==> config.mk <==
export PLATFORM = sky130hd
export DESIGN_NAME = seq_gen
export DESIGN_NICKNAME = d
export VERILOG_FILES = /design/src/rtl/seq_gen.sv
export SDC_FILE = /design/constraint.sdc
export NUM_CORES = 1
export LEC_CHECK = 0
export CORE_MARGIN = 1
export CORE_UTILIZATION = 60
export DETAILED_ROUTE_END_ITERATION = 16
export DONT_BUFFER_PORTS = 1
export PLACE_DENSITY = 0.76
export SKIP_LAST_GASP = 1
export SLEW_MARGIN = 20
export SYNTH_ARGS = -nofsm -noshare
export SYNTH_HDL_FRONTEND = slang
export SYNTH_SLANG_ARGS = --single-unit
==> constraint.sdc <==
create_clock -name clk -period 3.45 [get_ports clk]
set_clock_uncertainty 0.15 [all_clocks]
set_input_delay 0.5175 -clock clk [delete_from_list [all_inputs] [get_ports clk]]
set_output_delay 0.5175 -clock clk [all_outputs]
set_load 0.005 [all_outputs]
==> src/rtl/seq_gen.sv <==
// seq_gen: FRIDA ADC conversion sequencer producing init/samp/cmp/logic phase strobes
// Ports: clk, rst_b (async active-low); start/cont/abort control; cfg_*_len phase lengths, cfg_nbits;
//   seq_init/seq_samp/seq_cmp/seq_logic strobes, busy, done.
//   Macro SEQ_GEN_CAPTURE_EN adds comp_in, result, result_valid.
module seq_gen #(
  parameter int CNT_W    = 8,
  parameter int MAX_BITS = 16
) (
  input  logic             clk,
  input  logic             rst_b,
  input  logic             start,
  input  logic             cont,
  input  logic             abort,
  input  logic [CNT_W-1:0] cfg_init_len,
  input  logic [CNT_W-1:0] cfg_samp_len,
  input  logic [CNT_W-1:0] cfg_cmp_len,
  input  logic [CNT_W-1:0] cfg_logic_len,
  input  logic [4:0]       cfg_nbits,
`ifdef SEQ_GEN_CAPTURE_EN
  input  logic                comp_in,
  output logic [MAX_BITS-1:0] result,
  output logic                result_valid,
`endif
  output logic             seq_init,
  output logic             seq_samp,
  output logic             seq_cmp,
  output logic             seq_logic,
  output logic             busy,
  output logic             done
);
  localparam int NB_W = $clog2(MAX_BITS + 1);
  typedef enum logic [2:0] {IDLE, INIT, SAMP, CMP, LOGIC} state_t;
  state_t state_q, state_d;
  logic [CNT_W-1:0] cnt_q, cnt_d;
  logic [NB_W-1:0] bit_q, bit_d, bit_inc, nbits_c, nbits_q;
  logic [CNT_W-1:0] init_m1_q, samp_m1_q, cmp_m1_q, logic_m1_q;
  logic last, load, done_d;
  logic init_d, samp_d, cmp_d, logic_d, busy_d;
  logic init_q, samp_q, cmp_q, logic_q, busy_q, done_q;
  function automatic logic [CNT_W-1:0] m1(input logic [CNT_W-1:0] l);
    return (l == '0) ? '0 : l - 1'b1;
  endfunction
  assign nbits_c = (cfg_nbits == 5'd0) ? NB_W'(1) :
                   (32'(cfg_nbits) > MAX_BITS) ? NB_W'(MAX_BITS) : NB_W'(cfg_nbits);
  assign last    = (cnt_q == '0);
  assign bit_inc = bit_q + 1'b1;
  always_comb begin
    state_d = state_q;
    cnt_d   = last ? cnt_q : cnt_q - 1'b1;
    bit_d   = bit_q;
    load    = 1'b0;
    done_d  = 1'b0;
    if (abort) begin
      state_d = IDLE;
      cnt_d   = '0;
      bit_d   = '0;
    end else begin
      case (state_q)
        IDLE:  if (start || cont) begin state_d = INIT; load = 1'b1; end
        INIT:  if (last) begin state_d = SAMP; cnt_d = samp_m1_q; end
        SAMP:  if (last) begin state_d = CMP; cnt_d = cmp_m1_q; end
        CMP:   if (last) begin state_d = LOGIC; cnt_d = logic_m1_q; end
        LOGIC: if (last) begin
          if (bit_inc == nbits_q) begin
            done_d  = 1'b1;
            bit_d   = '0;
            state_d = cont ? INIT : IDLE;
            load    = cont;
          end else begin
            bit_d   = bit_inc;
            state_d = CMP;
            cnt_d   = cmp_m1_q;
          end
        end
        default: state_d = IDLE;
      endcase
      if (load) begin
        cnt_d = m1(cfg_init_len);
        bit_d = '0;
      end
    end
  end
  always_comb begin
    init_d  = (state_d == INIT);
    samp_d  = (state_d == SAMP);
    cmp_d   = (state_d == CMP);
    logic_d = (state_d == LOGIC);
    busy_d  = (state_d != IDLE);
  end
  always_ff @(posedge clk or negedge rst_b) begin
    if (!rst_b) begin
      state_q    <= IDLE;
      cnt_q      <= '0;
      bit_q      <= '0;
      nbits_q    <= '0;
      init_m1_q  <= '0;
      samp_m1_q  <= '0;
      cmp_m1_q   <= '0;
      logic_m1_q <= '0;
      {init_q, samp_q, cmp_q, logic_q, busy_q, done_q} <= '0;
    end else begin
      state_q <= state_d;
      cnt_q   <= cnt_d;
      bit_q   <= bit_d;
      if (load) begin
        nbits_q    <= nbits_c;
        init_m1_q  <= m1(cfg_init_len);
        samp_m1_q  <= m1(cfg_samp_len);
        cmp_m1_q   <= m1(cfg_cmp_len);
        logic_m1_q <= m1(cfg_logic_len);
      end
      {init_q, samp_q, cmp_q, logic_q, busy_q, done_q} <= {init_d, samp_d, cmp_d, logic_d, busy_d, done_d};
    end
  end
  assign seq_init  = init_q;
  assign seq_samp  = samp_q;
  assign seq_cmp   = cmp_q;
  assign seq_logic = logic_q;
  assign busy      = busy_q;
  assign done      = done_q;
`ifdef SEQ_GEN_CAPTURE_EN
  logic [MAX_BITS-1:0] shreg_q, shreg_d, result_q;
  logic rv_q;
  // shift happens on the final CMP cycle; cleared whenever a conversion (re)starts
  assign shreg_d = load ? '0 :
                   (!abort && state_q == CMP && last) ? {shreg_q[MAX_BITS-2:0], comp_in} : shreg_q;
  always_ff @(posedge clk or negedge rst_b) begin
    if (!rst_b) begin
      shreg_q  <= '0;
      result_q <= '0;
      rv_q     <= 1'b0;
    end else begin
      shreg_q  <= shreg_d;
      result_q <= done_d ? shreg_q : result_q;
      rv_q     <= done_d;
    end
  end
  assign result       = result_q;
  assign result_valid = rv_q;
`endif
endmodule

# [Yosys cells after proc, flatten, opt, wreduce, memory -nomap -nowiden]
# Index checks and enable logic that the tools add are counted.
[totals] ff_bits=51 output_inout_bits=6 in_bits=42
[classes] n_mux=39 n_lt_le_gt_ge=1 n_eq_ne=9 n_addsub=6 n_reduce_logical=12
[ops] operator="8-bit two-way mux" n=12
[ops] operator="8-bit zero test" n=5
[ops] operator="8-bit by 1-bit subtractor with 8-bit output, second input constant" n=5
[ops] operator="5-bit two-way mux" n=7
[ops] operator="8-bit case mux with 4 select lines" n=1
[ops] operator="3-bit two-way mux" n=6
[ops] operator="3-bit case mux with 5 select lines" n=1
[ops] operator="3-bit by 2-bit equality test with 1-bit output, second input constant" n=4
[ops] operator="1-bit two-way mux" n=10
[ops] operator="3-bit nonzero test" n=3
[ops] operator="3-bit by 1-bit equality test with 1-bit output, second input constant" n=2
[ops] operator="3-bit equality test, second input constant" n=2
[ops] operator="5-bit by 1-bit adder with 5-bit output, second input constant" n=1
[ops] operator="5-bit equality test" n=1
[ops] operator="5-bit greater-than comparator, second input constant" n=1
[ops] operator="5-bit zero test" n=1
[ops] operator="3-bit zero test" n=1
[ops] operator="2-bit two-way mux" n=1
[ops] operator="1-bit case mux with 2 select lines" n=1
[ops] operator="2-bit AND reduction" n=1
[ops] operator="1-bit logical OR" n=1

# [Longest topological paths before layout]
[depth] word_depth=8 mapped_depth=12

# [Least setup slack after synthesis]
# OpenSTA, ideal clock, no wires.
[synth_timing] path_type="register to register" from="reg cnt_q[0]" to="reg nbits_q[4]" period_less_slack_ns=2.564 t_required_ns=3.175 stages_incl_launch_ff=11 slack_ns=0.886 t_arrival_ns=2.289 path_cell_list="dfrtp_1 > inv_1 > ha_1 > or4b_1 > buf_2 > or2_1 > buf_6 > nor2_8 > a41oi_4 > buf_6 > mux2_4"
[synth_via] elab_chain_cells=5
[synth_rtl] item="from (decl)" line="34" rtl="logic [CNT_W-1:0] cnt_q, cnt_d;"
[synth_rtl] item="from (signal assigned)" line="103" rtl="cnt_q <= cnt_d;"
[synth_rtl] item="8-bit zero test" line="45" rtl="assign last = (cnt_q == '0);"
[synth_rtl] item="1-bit two-way mux" line="63" rtl="LOGIC: if (last) begin"
[synth_rtl] item="1-bit case mux with 2 select lines" line="58" rtl="case (state_q)"
[synth_rtl] item="1-bit two-way mux (2 in series)" line="53" rtl="if (abort) begin"
[synth_rtl] item="to (signal assigned)" line="106" rtl="nbits_q <= nbits_c;"
[synth_rtl] item="to (decl)" line="35" rtl="logic [NB_W-1:0] bit_q, bit_d, bit_inc, nbits_c, nbits_q;"
# No other way between the ends. The select of a mux whose other input is x is not followed.
# A chain may end at the register's enable or synchronous reset.

# [Worst setup path in the final report]
[layout_timing] from="reg cnt_q[0]" to="reg cnt_q[3]"
[layout_via] elab_chain_cells=7 word_cells_on_any_way=14
[layout_rtl] item="8-bit by 1-bit subtractor with 8-bit output or 8-bit zero test (tied branches)" line="49, 45"
[layout_rtl] item="8-bit two-way mux" line="49" rtl="cnt_d = last ? cnt_q : cnt_q - 1'b1;"
[layout_rtl] item="8-bit two-way mux" line="64" rtl="if (bit_inc == nbits_q) begin"
[layout_rtl] item="8-bit two-way mux" line="63"
[layout_rtl] item="8-bit case mux with 4 select lines" line="58"
[layout_rtl] item="8-bit two-way mux *" line="77" rtl="if (load) begin"
[layout_rtl] item="8-bit two-way mux *" line="53"
[layout_rtl] item="via cnt_d[3]" line="34"
# The timed path passes the listed nets; every way through them passes the cells marked *. The select of a mux whose other input is x is not followed.

==> impl_metrics.yaml <==
yosys:
  async_flop_share_pct: 100
  ys_ff_latch: 51
  synth-edff-count: 0
  synth_cell_types: 57
  netlist_area_um2: 3320
  ys_warn_count: 0
  synth.avg_cell_area_um2: 8.42
  synthCells: 395
  yosysSeqAreaShare_pct: 38.4
  synth_ff_type: "dfrtp_1"
  synth_nets: 444
floorplanning:
  core_area_um2: 5200
  rows: 26
  design.die.area_um2: 5840
  die_w_um: 76.4
  start_util_pct: 63.9
  io_pins: 48
  die_h_um: 76.4
global_routing:
  groute.layer.met3.usage_pct: 4.91
  grt_max_degree: 52
  grt-ovfl-total: 0
  grtUsageMet2_pct: 47.0
  grt_antenna_before_repair: 0
  grt_busiest_layer: "met2"
  grt_usage_pct: 27.6
  grt_pass1_vias: 2761
  use_met1_pct: 35.8
  grt_pass1_wl_um: 12900
placed_design:
  place_inst: 451
  dp_worst_setup_slack_ns: 0.577
  gp_congestion: 0.903
  io_buffers: 0
  hpwl_um: 5550
route:
  ant_nets: 0
  vias_per_cell: 6.17
  wire_per_inst_um: 16.2
  dr.pass1.iters: 4
  first_iter_violations: 209
  vias: 2846
  drc: 0
  drt-total-wl_um: 7470
layout:
  final_core_util_pct: 67.2
  antennaDiodeCount: 0
  drive_gt1_share_pct: 7.16
  nets: 439
  num-fill-cells: 434
  multiInputGateArea_um2: 1900
  final_cells: 461
  regArea_um2: 1280
  area_growth_pct: 5.23
cts:
  cts-root-buf: "clkbuf_8"
  clockBufferDepth: 2
  h-tree-depth: 2
  clkTransAtPathRegs_ns: 0.09
  cts_tree: "built"
  cts_sinks: 51
  cts-buffers-inserted: 5
  clock_latency_ns: 0.31
worst_setup_path:
  path_cells: "inv_1 > ha_1 > or4b_1 > or2_1 > nor2_8 > a41oi_4 > a31o_2 > o32ai_1"
  cpMaxStageDelayCell: "or4b_1"
  cpPeakStageDelay_ns: 0.48
  r2r_slack_ns: 0.52
  endpoint_kind: "flip-flop"
  path_delay_family: "compound AO/OA/AOI/OAI gates"
  critPathBufInv: 1
  critPathKind: "reg -> reg"
  arrival_ns: 2.98
  crit_required_ns: 3.50
  crit_path_max_fanout: 33
  startpoint_type: "flip-flop"
sta:
  setup_viol: 0
  relSlewSlack_pct: 39.3
  rsz0062_at_grt: "no"
  min_period_ns: 2.93
  whs_ns: 0.109
  setup_tns_ns: 0
  worstMarginPinSlew_ns: 0.908
  fmax_mhz: 342
  finalMaxSlewViolations: 0
  timing.final.crit_share_pct: 84.9
  setup_ws_ns: 0.522
  hold_viol: 0
run:
  max_cap_violations: 0
outcome:
  outcome: "completed"
power:
  power.density_nw_per_um2: 690
  leakage_uw: 0.00144
  ir_worst_vdd_mv: 0.406
min_path:
  hold_path_class: "in -> reg"
==> cells by family (layout without fill, tap and decap cells) <==
logic type / Yosys count / in the layout / synth area share (%)
simple gates: 166 / 166 / 25.0
compound gates: 105 / 105 / 20.1
flops: 51 / 51 / 38.4
buf+inv: 32 / 28 / 4.40
xor+xnor: 27 / 27 / 7.11
fa+ha+maj: 7 / 7 / 2.63
mux: 7 / 7 / 2.37
==> cells in the mapped netlist (4+ instances only) <==
master	count	area (µm²)
nand2_1	54	203
nor3_1	22	110
ha_1	7	87.6
o21ai_0	18	90.1
a21oi_1	23	115
dfrtp_1	51	1280
clkbuf_1	11	41.3
o21ai_1	25	125
nor2b_1	6	37.5
xor2_1	8	70.1
nand3_1	4	20.0
o32ai_1	6	52.6
nand2b_1	8	50.1
nor3b_1	7	52.6
a31oi_1	6	37.5
xnor2_1	19	166
inv_1	14	52.6
nor2_1	35	131
or3_1	7	43.8
==> sequential cells by signal, indices dropped and copies added, names as in the netlist <==
register	count
seq_samp	1
state_q	3
bit_q	5
cmp_m1_q	8
done	1
samp_m1_q	8
cnt_q	8
seq_cmp	1
busy	1
nbits_q	5
seq_logic	1
logic_m1_q	8
seq_init	1
==> routing by layer <==
metal	up-vias	share of wire (%)
met5	-	0
met4	0	1.3
met1	1359	45
met3	10	5.8
li1	1391	-
met2	86	48
==> per-stage QoR <==
stage | total power (µW) | area [µm²]
5_1_grt | 2600 | 3500
3_3_place_gp | 1940 | 3350
4_1_cts | 2400 | 3500
2_1_floorplan | 1740 | 3320
3_5_place_dp | 1960 | 3350
6_report | 2410 | 3500
==> layout make-up <==
class                           instances  share of cell area, %
Clock buffer                            5                   1.97
Clock inverter                          3                   1.25
Inverter                               14                   1.50
Multi-Input combinational cell        312                   54.4
Sequential cell                        51                   36.5
Tap cell                               70                   2.50
Timing Repair Buffer                    6                   1.93
==> cells in the final DEF (no fill, tap or decap), types with 2 or more instances in the layout <==
| cell | n |
|---|---|
| nor2_1 | 35 |
| nor3_1 | 22 |
| mux2_2 | 3 |
| clkbuf_8 | 5 |
| dfrtp_1 | 51 |
| o21ai_1 | 25 |
| or4_1 | 2 |
| mux2i_1 | 3 |
| o221ai_1 | 3 |
| nand2_1 | 54 |
| and2_1 | 3 |
| nor2b_1 | 6 |
| o21ai_0 | 18 |
| a31oi_1 | 6 |
| o32ai_1 | 6 |
| o21a_1 | 2 |
| nand3b_1 | 3 |
| nor3b_1 | 7 |
| xnor2_1 | 19 |
| o31a_1 | 3 |
| o22ai_1 | 3 |
| or2_4 | 3 |
| ha_1 | 7 |
| a211oi_1 | 2 |
| a22oi_1 | 3 |
| buf_4 | 4 |
| xor2_1 | 8 |
| nand2b_1 | 8 |
| inv_1 | 14 |
| nand4_1 | 3 |
| or3_1 | 7 |
| nand3_1 | 4 |
| a21oi_1 | 23 |
==> path summary, 6_finish.rpt <==
check	start	to	cells after the start
setup / recovery	cnt_q[0]	cnt_q[3]	8
hold / removal	abort	state_q[2]	1
setup reg to reg	cnt_q[0]	cnt_q[3]	8
hold reg to reg	logic_m1_q[4]	logic_m1_q[4]	2
max in group asynchronous	rst_b	state_q[1]	2
min in group asynchronous	rst_b	state_q[2]	2
==> power by group <==
group | internal (µW) | switching (µW)
registers | 795 | 203
clock network | 216 | 203
logic | 427 | 569
total | 1440 | 976
==> what timing repair did <==
action | CTS | global route
hold endpoints to repair | 51 | 0
gates resized for setup | 0 | 0
setup buffers | 0 | 0
hold buffers | 2 | 0
Note: power is estimated with default switching activity, not from simulation.
